### config.mk
export PLATFORM = sky130hd
export DESIGN_NAME = misr_core
export DESIGN_NICKNAME = d
export VERILOG_FILES = /design/src/rtl/misr_core.sv
export SDC_FILE = /design/constraint.sdc
export NUM_CORES = 1
export LEC_CHECK = 0
export CORE_MARGIN = 3
export CORE_UTILIZATION = 35
export CTS_CLUSTER_SIZE = 24
export DETAILED_ROUTE_END_ITERATION = 10
export PLACE_DENSITY = 0.89
export SLEW_MARGIN = 20
export SYNTH_ARGS = -nofsm -noshare
export SYNTH_HDL_FRONTEND = slang
export SYNTH_SLANG_ARGS = --single-unit
### constraint.sdc
create_clock -name clk -period 1.6 [get_ports clk]
set_clock_uncertainty 0.15 [all_clocks]
set_input_delay 0.24 -clock clk [delete_from_list [all_inputs] [get_ports clk]]
set_output_delay 0.24 -clock clk [all_outputs]
set_load 0.05 [all_outputs]
### src/rtl/misr_core.sv
// Multiple-input signature register with synchronous load and shift controls.
module misr_core #(
    parameter int               WIDTH = 16,
    parameter logic [WIDTH-1:0] POLY  = 16'h100B,
    parameter logic [WIDTH-1:0] SEED  = '0
) (
    input  logic             clk,
    input  logic             reset,
    input  logic             load,
    input  logic             shift,
    input  logic [WIDTH-1:0] din,
    output logic [WIDTH-1:0] misr,
    output logic [WIDTH-1:0] misr_next
);

    logic [WIDTH-1:0] misr_q;
    logic [WIDTH-1:0] misr_d;

    always_comb begin
        misr_d = misr_q;
        if (load) begin
            misr_d = SEED;
        end else if (shift) begin
            misr_d = {misr_q[WIDTH-2:0], 1'b0}
                   ^ (misr_q[WIDTH-1] ? POLY : '0)
                   ^ din;
        end
    end

    always_ff @(posedge clk or negedge reset) begin
        if (!reset) begin
            misr_q <= SEED;
        end else begin
            misr_q <= misr_d;
        end
    end

    assign misr      = misr_q;
    assign misr_next = misr_d;

endmodule

==> results of run 1 <==
-- kinds of logic after synthesis --
| group | after synthesis |
|---|---|
| buf+inv | 5 |
| mux | 2 |
| flops | 16 |
| xor+xnor | 16 |
| compound gates | 16 |
| simple gates | 18 |
-- metrics by stage --
stage	instances	worst slack [ns]
after floorplan	73	-0.1008
after global placement	157	-0.3363
-- Yosys cell counts --
| cell type | n | area [µm²] |
|---|---|---|
| or3b_4 | 1 | 11.26 |
| nand3b_1 | 1 | 7.510 |
| clkbuf_1 | 2 | 7.510 |
| dfrtp_1 | 16 | 400.4 |
| buf_6 | 1 | 11.26 |
| o221ai_1 | 1 | 8.760 |
| nand2b_1 | 2 | 12.51 |
| nor2_1 | 14 | 52.55 |
| xnor2_1 | 15 | 131.4 |
| a211oi_1 | 13 | 97.59 |
| xor2_1 | 1 | 8.760 |
| a21o_1 | 2 | 15.01 |
| buf_2 | 2 | 10.01 |
| mux2i_1 | 2 | 20.02 |
==> flow_summary_export.csv, run 1 <==
group,metric,value,unit
status,status,"stopped before the end",
status,stop_stage,"3_5_place_dp",
status,error,"[ERROR DPL-0033] detailed placement checks failed during check placement.",
logic_synthesis,ys_ff_latch,16,
logic_synthesis,syn_inst,73,
floorplanning,die_w,53.65,µm
logic_synthesis,synthAdderAreaFrac,0,%
place,gp_congestion,0.7412,
logic_synthesis,ys.warnings.count,0,
logic_synthesis,synth-simple-area-share,10.55,%
logic_synthesis,synth-compound-area-share,15.28,%
place,io_buffers,51,
logic_synthesis,netlist-cell-type-count,14,
floorplanning,fp-row-count,16,
logic_synthesis,synth_top_family_by_area,"XOR/XNOR gates",
logic_synthesis,syn_area,794.5,µm²
place,dp_hpwl,3189,µm
logic_synthesis,synth_mux_area_share,2.520,%
logic_synthesis,ys_seq_area_share,50.39,%
floorplanning,io_pins,52,
logic_synthesis,synth_xor_area_share,17.64,%
logic_synthesis,syn-num-nets,93,
floorplanning,die_y,53.65,µm
floorplanning,initial_core_util,38.53,%
logic_synthesis,syn_avg_cell_area,10.88,µm²
==> run 2, diff against run 1 <==
- CORE_UTILIZATION: 35 -> 20
- CTS_CLUSTER_SIZE: 24 -> not set
- PLACE_DENSITY: 0.89 -> not set
- PLACE_DENSITY_LB_ADDON: not set -> 0.15
==> run 2 against run 1 <==
Net effect: the flow now finishes, with violations (setup timing); synthesized cell count stayed put; synthesized area stayed put.
==> flow_summary_export.csv, run 2 <==
group,metric,value,unit
logic_synthesis,synth-compound-area-share,15.28,%
worst_setup_path,r2r_start,"misr[15]$_DFF_PN0_",
flow_run,maxCapViolCount,0,
sta,tightest_slew,0.2711,ns
logic_synthesis,synth_mux_area_share,2.520,%
routing,wl_per_cell,13.46,µm
routing,drtPass1Iterations,4,
sta,min_period,1.892,ns
routing,first_iter_violations,35,
clock_network,clkTransAtPathRegs,0.07,ns
global_routing,antenna_found_initial,0,
logic_synthesis,ys_seq_area_share,50.39,%
status,violations,"setup timing",
logic_synthesis,syn_avg_cell_area,10.88,µm²
finish,final_common_cell,"buf_12",
logic_synthesis,yosys-top-cells-count,"16 x dfrtp_1, 15 x xnor2_1, 14 x nor2_1, 13 x a211oi_1",
pwr,max-vdd-ir-drop,0.5768,mV
worst_hold_path,hp-class,"in -> async",
worst_setup_path,endpoint_kind,"primary output",
logic_synthesis,synth_xor_area_share,17.64,%
place,gp_congestion,0.7046,
clock_network,cts.sinks,16,
logic_synthesis,syn-num-nets,93,
finish,area_growth,176.9,%
worst_setup_path,cp_max_fo,3,
global_routing,grt_pass1_vias,960,
routing,wirelength,2652,µm
logic_synthesis,netlist-cell-type-count,14,
floorplanning,core-area,3744,µm²
logic_synthesis,yosysTopAreaCell,"dfrtp_1",
global_routing,grt_pass1_wl,4857,µm
logic_synthesis,yosysMostFrequentCell,"dfrtp_1",
place,dp_hpwl,2054,µm
pwr,power_density,824.9,nW/µm²
worst_setup_path,crit_slowest_cell,"dfrtp_2",
logic_synthesis,synth-edff-count,0,
routing,drc,0,
clock_network,cts_tree,"built",
sta,rsz0062_at_grt,"true",
sta,fin_setup_tns,-1.942,ns
finish,post-route-util,58.76,%
logic_synthesis,syn_area,794.5,µm²
sta,clock.fmax,528.6,MHz
logic_synthesis,async_reset_ff_share,100.0,%
pwr,p_leak,0.9100,nW
worst_setup_path,r2r_end,"misr[15]$_DFF_PN0_",
worst_setup_path,worstPathArrival,1.50,ns
routing,post_drt_via_cell_ratio,4.284,
global_routing,grt_max_degree,17,
logic_synthesis,synth-simple-area-share,10.55,%
floorplanning,fp-row-count,22,
status,status,"finished with violations",
worst_setup_path,start_kind,"register",
routing,ant_nets,0,
sta,drv_slew,0,
sta,finalCritPeriodShare,118.2,%
worst_setup_path,critPathRequiredTime,1.21,ns
logic_synthesis,ys.warnings.count,0,
clock_network,htree_levels,1,
sta,hold_violations,0,
floorplanning,dieArea,4765,µm²
worst_setup_path,path_cells,"or3b_4 > mux2i_1 > a21o_2 > buf_12",
finish,layout_common_cells,"33 x buf_12, 25 x buf_4, 16 x dfrtp_2",
finish,drive_above_1_share,73.83,%
logic_synthesis,synthAdderAreaFrac,0,%
worst_setup_path,criticalPathCategory,"reg -> out",
place,io_buffers,51,
worst_setup_path,rr_worst_depth,5,
sta,holdWs,0.1697,ns
clock_network,clk_latency,0.25,ns
sta,relSlewSlack,81.93,%
global_routing,grtUsageTotal,12.42,%
clock_network,numCtsBuffers,3,
global_routing,grt_overflow,0,
finish,largest_register_ffs,16,
clock_network,cts_buffer_depth,2,
logic_synthesis,netlist.area_leader.share,50.39,%
logic_synthesis,ys.flop_type,"dfrtp_1",
worst_setup_path,r2r_slack,0.27,ns
logic_synthesis,yosys-top-cells-area,"dfrtp_1 50%, xnor2_1 17%, a211oi_1 12%",
sta,setup_slack,-0.2918,ns
sta,setup_viol,16,
floorplanning,initial_core_util,21.22,%
finish,nNetsFinal,170,
place,dp_slack,-0.1608,ns
logic_synthesis,ys_ff_latch,16,
clock_network,clockRootBuffer,"clkbuf_8",
pwr,total_power,1.814,mW
floorplanning,io_pins,52,
routing,vias,844,
worst_setup_path,crit_family,"flip-flops",
logic_synthesis,syn_inst,73,
worst_setup_path,path_buf_inv,1,
finish,num-fill-cells,318,
worst_setup_path,max_stage_delay,0.40,ns
logic_synthesis,synth_top_family_by_area,"XOR/XNOR gates",
clock_network,hold_buffers,0,
floorplanning,die_y,69.03,µm
finish,n_antenna_cell,0,
floorplanning,die_w,69.03,µm
==> run 2: where the power goes <==
part | switching, mW | internal (mW)
logic | 0.483 | 0.480
clock network | 0.144 | 0.218
registers | 0.0429 | 0.446
==> run 2: final cells by class <==
class                   instances  area (µm²)  share of cell area [%]
well taps                      48       60.06                   2.730
flip-flops and latches         16       420.4                   19.11
repair buffers                 77        1018                   46.30
multi-input cells              52       645.6                   29.35
clock buffers                   4       55.05                   2.503
==> run 2: kinds of logic (layout without fill, tap and decap cells) <==
logic type,Yosys count,count (layout)
compound gates,16,16
flops,16,16
simple gates,18,18
mux,2,2
buf+inv,5,81
xor+xnor,16,16
==> run 2: worst max path at each step <==
stage                     cells past startpoint  slack, ns               start       endpoint
after global routing                          4      -0.33  misr[15]$_DFF_PN0_   misr_next[3]
after CTS                                     4      -0.30  misr[15]$_DFF_PN0_  misr_next[12]
after floorplan                               3      -0.10  misr[15]$_DFF_PN0_   misr_next[1]
after detailed placement                      5      -0.16              din[1]   misr_next[1]
after global placement                        5      -0.17              din[3]   misr_next[3]
final                                         4      -0.29  misr[15]$_DFF_PN0_   misr_next[3]
==> run 2: metal layers <==
layer  GRT usage [%]  part of all wire [%]
met1           16.61                    43
met2           19.39                    49
met3           4.810                   7.2
met4           1.952                  0.19
met5               0                     0
==> run 2: worst reg2reg max path: cells and delay by family (launching register included) <==
family / cells / cell delay [ns]
AOI/OAI and AO/OA: 1 / 0.08
buffers and inverters: 3 / 0.43
DFF: 1 / 0.40
and+or+nand+nor: 1 / 0.17
==> run 2: what timing repair did <==
item                       CTS  global route
setup endpoints to repair   16            16
buffers inserted            13             0
gates resized for setup      9             0
cloned                       0             0
pin swaps                    9             3
==> run 2: stage by stage <==
step	cells	cell area, µm²
after floorplan	73	1095
after global placement	180	2049
after detailed placement	180	2049
after CTS	197	2200
after global routing	197	2200
final	197	2200
Power figures use the tool's default switching activity.
==> run 3, diff against run 2 <==
- REMOVE_ABC_BUFFERS: not set -> 1
==> run 3 against run 2 <==
Net effect: the flow still finishes with violations (setup timing); power fell by 3.1%; largest power group unchanged; clock power barely moved; sequential cell count did not move; global-route usage down 0.48 points.
==> flow_summary_export.csv, run 3 (synthesis results as in run 2) <==
group,metric,value,unit
worst_setup_path,critPathRequiredTime,1.21,ns
finish,nNetsFinal,184,
status,status,"finished with violations",
worst_setup_path,endpoint_kind,"primary output",
global_routing,grtUsageTotal,11.94,%
worst_setup_path,path_cells,"or3b_4 > mux2i_1 > a21o_1 > buf_12",
flow_run,maxCapViolCount,0,
sta,setup_slack,-0.2905,ns
place,dp_hpwl,2017,µm
sta,setup_viol,16,
finish,instances_no_fill,211,
place,dp_slack,-0.4060,ns
sta,holdWs,0.1568,ns
worst_setup_path,cp_max_fo,3,
worst_setup_path,crit_slowest_cell,"dfrtp_1",
sta,relSlewSlack,82.52,%
floorplanning,io_pins,52,
worst_setup_path,path_buf_inv,1,
finish,largest_register_ffs,16,
floorplanning,dieArea,4765,µm²
pwr,total_power,1.758,mW
sta,tightest_slew,0.2613,ns
routing,drtPass1Iterations,4,
pwr,p_leak,0.9370,nW
pwr,max-vdd-ir-drop,0.4234,mV
global_routing,grt_pass1_vias,993,
floorplanning,initial_core_util,21.22,%
sta,rsz0062_at_grt,"true",
sta,drv_slew,0,
routing,drc,0,
finish,num-fill-cells,342,
finish,final_common_cell,"buf_4",
place,io_buffers,51,
sta,clock.fmax,528.9,MHz
global_routing,grt_max_degree,18,
worst_setup_path,crit_family,"flip-flops",
clock_network,cts.sinks,16,
floorplanning,core-area,3744,µm²
clock_network,clockRootBuffer,"clkbuf_8",
sta,finalCritPeriodShare,118.2,%
routing,first_iter_violations,18,
routing,wl_per_cell,12.67,µm
clock_network,clkTransAtPathRegs,0.07,ns
floorplanning,die_w,69.03,µm
global_routing,antenna_found_initial,0,
finish,layout_common_cells,"36 x buf_4, 32 x buf_12, 16 x dfrtp_1",
clock_network,numCtsBuffers,3,
place,gp_congestion,0.6500,
finish,drive_above_1_share,54.60,%
global_routing,grt_pass1_wl,4747,µm
routing,wirelength,2673,µm
pwr,power_density,843.3,nW/µm²
routing,vias,861,
worst_hold_path,hp-class,"in -> async",
finish,design_area,2085,µm²
clock_network,htree_levels,1,
worst_setup_path,worstPathArrival,1.50,ns
sta,fin_setup_tns,-1.717,ns
floorplanning,fp-row-count,22,
sta,min_period,1.891,ns
clock_network,cts_buffer_depth,2,
worst_setup_path,criticalPathCategory,"reg -> out",
routing,ant_nets,0,
place,dp_cells,190,
routing,post_drt_via_cell_ratio,4.081,
worst_setup_path,max_stage_delay,0.40,ns
clock_network,clk_latency,0.25,ns
global_routing,grt_overflow,0,
finish,n_antenna_cell,0,
floorplanning,die_y,69.03,µm
place,dpl-instance-area,1829,µm²
worst_setup_path,start_kind,"register",
sta,hold_violations,0,
finish,area_growth,162.4,%
status,violations,"setup timing",
clock_network,cts_tree,"built",
finish,post-route-util,55.68,%
-- run 3: layer usage --
layer	routed length (µm)	global-route usage (%)	part of all wire [%]	vias up
met4	0	1.302	0	0
met3	212	4.519	7.9	0
met1	1073	15.63	40	398
met5	0	0	0	-
li1	-	-	-	434
met2	1386	19.28	52	29
-- run 3: what timing repair did --
action,4_1_cts,5_1_grt
setup endpoints to repair,16,16
pin swaps,16,2
resized for setup,12,13
setup buffers,16,1
hold buffers,0,0
cloned,0,0
-- run 3: worst paths after layout --
kind	start	end	slack, ns	cells past startpoint
max in group asynchronous	reset	misr[9]$_DFF_PN0_	0.95	2
worst min register to register	misr[3]$_DFF_PN0_	misr[3]$_DFF_PN0_	0.57	2
worst max-delay path	misr[15]$_DFF_PN0_	misr_next[1]	-0.29	4
min in group clk	din[13]	misr[13]$_DFF_PN0_	0.39	4
worst max register to register	misr[15]$_DFF_PN0_	misr[1]$_DFF_PN0_	0.07	6
worst min-delay path	reset	misr[1]$_DFF_PN0_	0.16	2
-- run 3: final cells by class --
cell class	instances	area, µm²	area share [%]
tap	48	60.06	2.881
multi-input combinational	52	426.7	20.47
timing repair buffer	91	1142	54.80
sequential	16	400.4	19.21
clock buffer	4	55.05	2.641
-- run 3: power breakdown --
part           total [mW]  internal, mW  switching, mW
Combinational       0.924         0.477          0.447
Clock               0.365         0.218          0.147
Sequential          0.469         0.439         0.0299
Total                1.76          1.13          0.623
==> run 4, diff against run 3 <==
- RECOVER_POWER: not set -> 25
- SETUP_SLACK_MARGIN: not set -> 0.15
- clock period: 1.6 -> 1.7 ns (I/O delays scaled with it)
==> run 4 against run 3 <==
Net effect: the flow still finishes with violations (setup timing); critical path type unchanged; setup slack better by 0.087 ns; die area unchanged; clock power down 7.1%; highest routed layer unchanged; sequential share of layout area up 0.97 points; core utilization down 2.7 points; combinational power down 12%; clock-buffer cell count unchanged; wire length up 3.8%; register-to-register slack better by 0.31 ns; via count up 0.81%; sequential power down 6.0%.
==> flow_summary_export.csv, run 4 (synthesis results as in run 2) <==
group,metric,value,unit
worst_setup_path,criticalPathCategory,"reg -> out",
routing,vias,868,
sta,setup_viol,5,
status,violations,"setup timing",
clock_network,clkTransAtPathRegs,0.06,ns
worst_setup_path,endpoint_kind,"primary output",
floorplanning,io_pins,52,
sta,finalCritPeriodShare,112.0,%
global_routing,grtUsageTotal,11.90,%
place,dpl-instance-area,1754,µm²
global_routing,antenna_found_initial,0,
worst_hold_path,hp-class,"in -> reg",
global_routing,grt_pass1_vias,973,
sta,fin_setup_tns,-0.7786,ns
sta,drv_slew,0,
place,dp_slack,-0.3520,ns
global_routing,grt_pass1_wl,4678,µm
finish,num-fill-cells,345,
routing,wirelength,2774,µm
clock_network,cts_tree,"built",
finish,n_antenna_cell,0,
worst_setup_path,path_buf_inv,1,
clock_network,cts.sinks,16,
routing,drtPass1Iterations,3,
place,io_buffers,51,
clock_network,numCtsBuffers,3,
floorplanning,initial_core_util,21.22,%
sta,clock.fmax,525.4,MHz
finish,instances_no_fill,211,
clock_network,htree_levels,1,
worst_setup_path,path_cells,"or3b_4 > nand2b_4 > o221ai_2 > clkbuf_16",
clock_network,cts_buffer_depth,2,
sta,setup_slack,-0.2033,ns
worst_setup_path,r2r_slack,0.38,ns
worst_setup_path,worstPathArrival,1.50,ns
finish,nNetsFinal,184,
finish,area_growth,149.8,%
status,status,"finished with violations",
worst_setup_path,critPathRequiredTime,1.29,ns
sta,min_period,1.903,ns
floorplanning,fp-row-count,22,
clock_network,clockRootBuffer,"clkbuf_8",
routing,first_iter_violations,8,
global_routing,grt_max_degree,18,
finish,design_area,1984,µm²
sta,holdWs,0.2453,ns
floorplanning,dieArea,4765,µm²
place,dp_cells,190,
finish,layout_common_cells,"43 x buf_4, 25 x buf_12, 16 x dfrtp_1",
clock_network,clk_latency,0.25,ns
sta,rsz0062_at_grt,"true",
floorplanning,die_y,69.03,µm
finish,final_common_cell,"buf_4",
place,dp_hpwl,1972,µm
finish,register_area,400.4,µm²
clock_network,hold_buffers,0,
finish,largest_register_ffs,16,
routing,drc,0,
finish,drive_above_1_share,52.76,%
floorplanning,core-area,3744,µm²
pwr,p_leak,0.9421,nW
floorplanning,die_w,69.03,µm
finish,post-route-util,53.01,%
routing,wl_per_cell,13.15,µm
worst_setup_path,crit_family,"simple AND/OR/NAND/NOR gates",
finish,multi_input_area,411.6,µm²
pwr,power_density,804.9,nW/µm²
worst_setup_path,start_kind,"register",
worst_setup_path,max_stage_delay,0.40,ns
routing,post_drt_via_cell_ratio,4.114,
sta,relSlewSlack,38.30,%
routing,ant_nets,0,
global_routing,grt_overflow,0,
place,gp_congestion,0.6593,
sta,tightest_slew,0.9255,ns
flow_run,maxCapViolCount,0,
pwr,total_power,1.597,mW
worst_setup_path,crit_slowest_cell,"dfrtp_1",
pwr,max-vdd-ir-drop,0.6545,mV
sta,hold_violations,0,
worst_setup_path,cp_max_fo,3,
==> run 4: cell count changes in the layout (fill, tap and decap cells not counted), moves of 2 or more <==
cell             delta
clkdlybuf4s50_1     -6
dlymetal6s2s_1      +3
a211oi_2            -3
a211oi_1            +3
buf_12              -7
dlygate4sd2_1       +2
buf_4               +7
==> run 4: power by group <==
group          internal, mW  leakage [nW]  switching [mW]  total [mW]
sequential            0.414         0.209          0.0274       0.441
clock                 0.205        0.0288           0.134       0.339
combinational         0.404         0.705           0.413       0.817
==> run 4: per-layer routing <==
metal  vias to the layer above  global-route usage [%]  wire (µm)
met5                         -                       0          0
met4                         0                   1.302          0
met3                         0                   5.831        247
met2                        32                   20.02       1431
met1                       401                   14.09       1095
li1                        435                       -          -
==> run 4: path summary, 6_finish.rpt <==
path                                     from                end  depth (start not counted)
setup / recovery           misr[15]$_DFF_PN0_      misr_next[12]                          4
hold / removal                          shift  misr[2]$_DFF_PN0_                          3
setup reg to reg           misr[15]$_DFF_PN0_  misr[1]$_DFF_PN0_                          3
hold reg to reg             misr[3]$_DFF_PN0_  misr[3]$_DFF_PN0_                          2
max in group asynchronous               reset  misr[0]$_DFF_PN0_                          2
min in group asynchronous               reset  misr[1]$_DFF_PN0_                          2
==> run 4: cell type report <==
cell class | count | share of cell area, %
Timing Repair Buffer | 91 | 53.28
Multi-Input combinational cell | 52 | 20.74
Sequential cell | 16 | 20.18
Tap cell | 48 | 3.026
Clock buffer | 4 | 2.774
==> run 4: worst min-delay path, stage by stage <==
cell and delay (ns):
clkbuf_2 0.14, a211oi_2 0.08, buf_4 0.13
==> run 4: what timing repair did <==
item                       CTS  global route
buffers inserted            13             4
pin swaps                   20             8
gates resized for setup     18             9
setup endpoints to repair   16            16
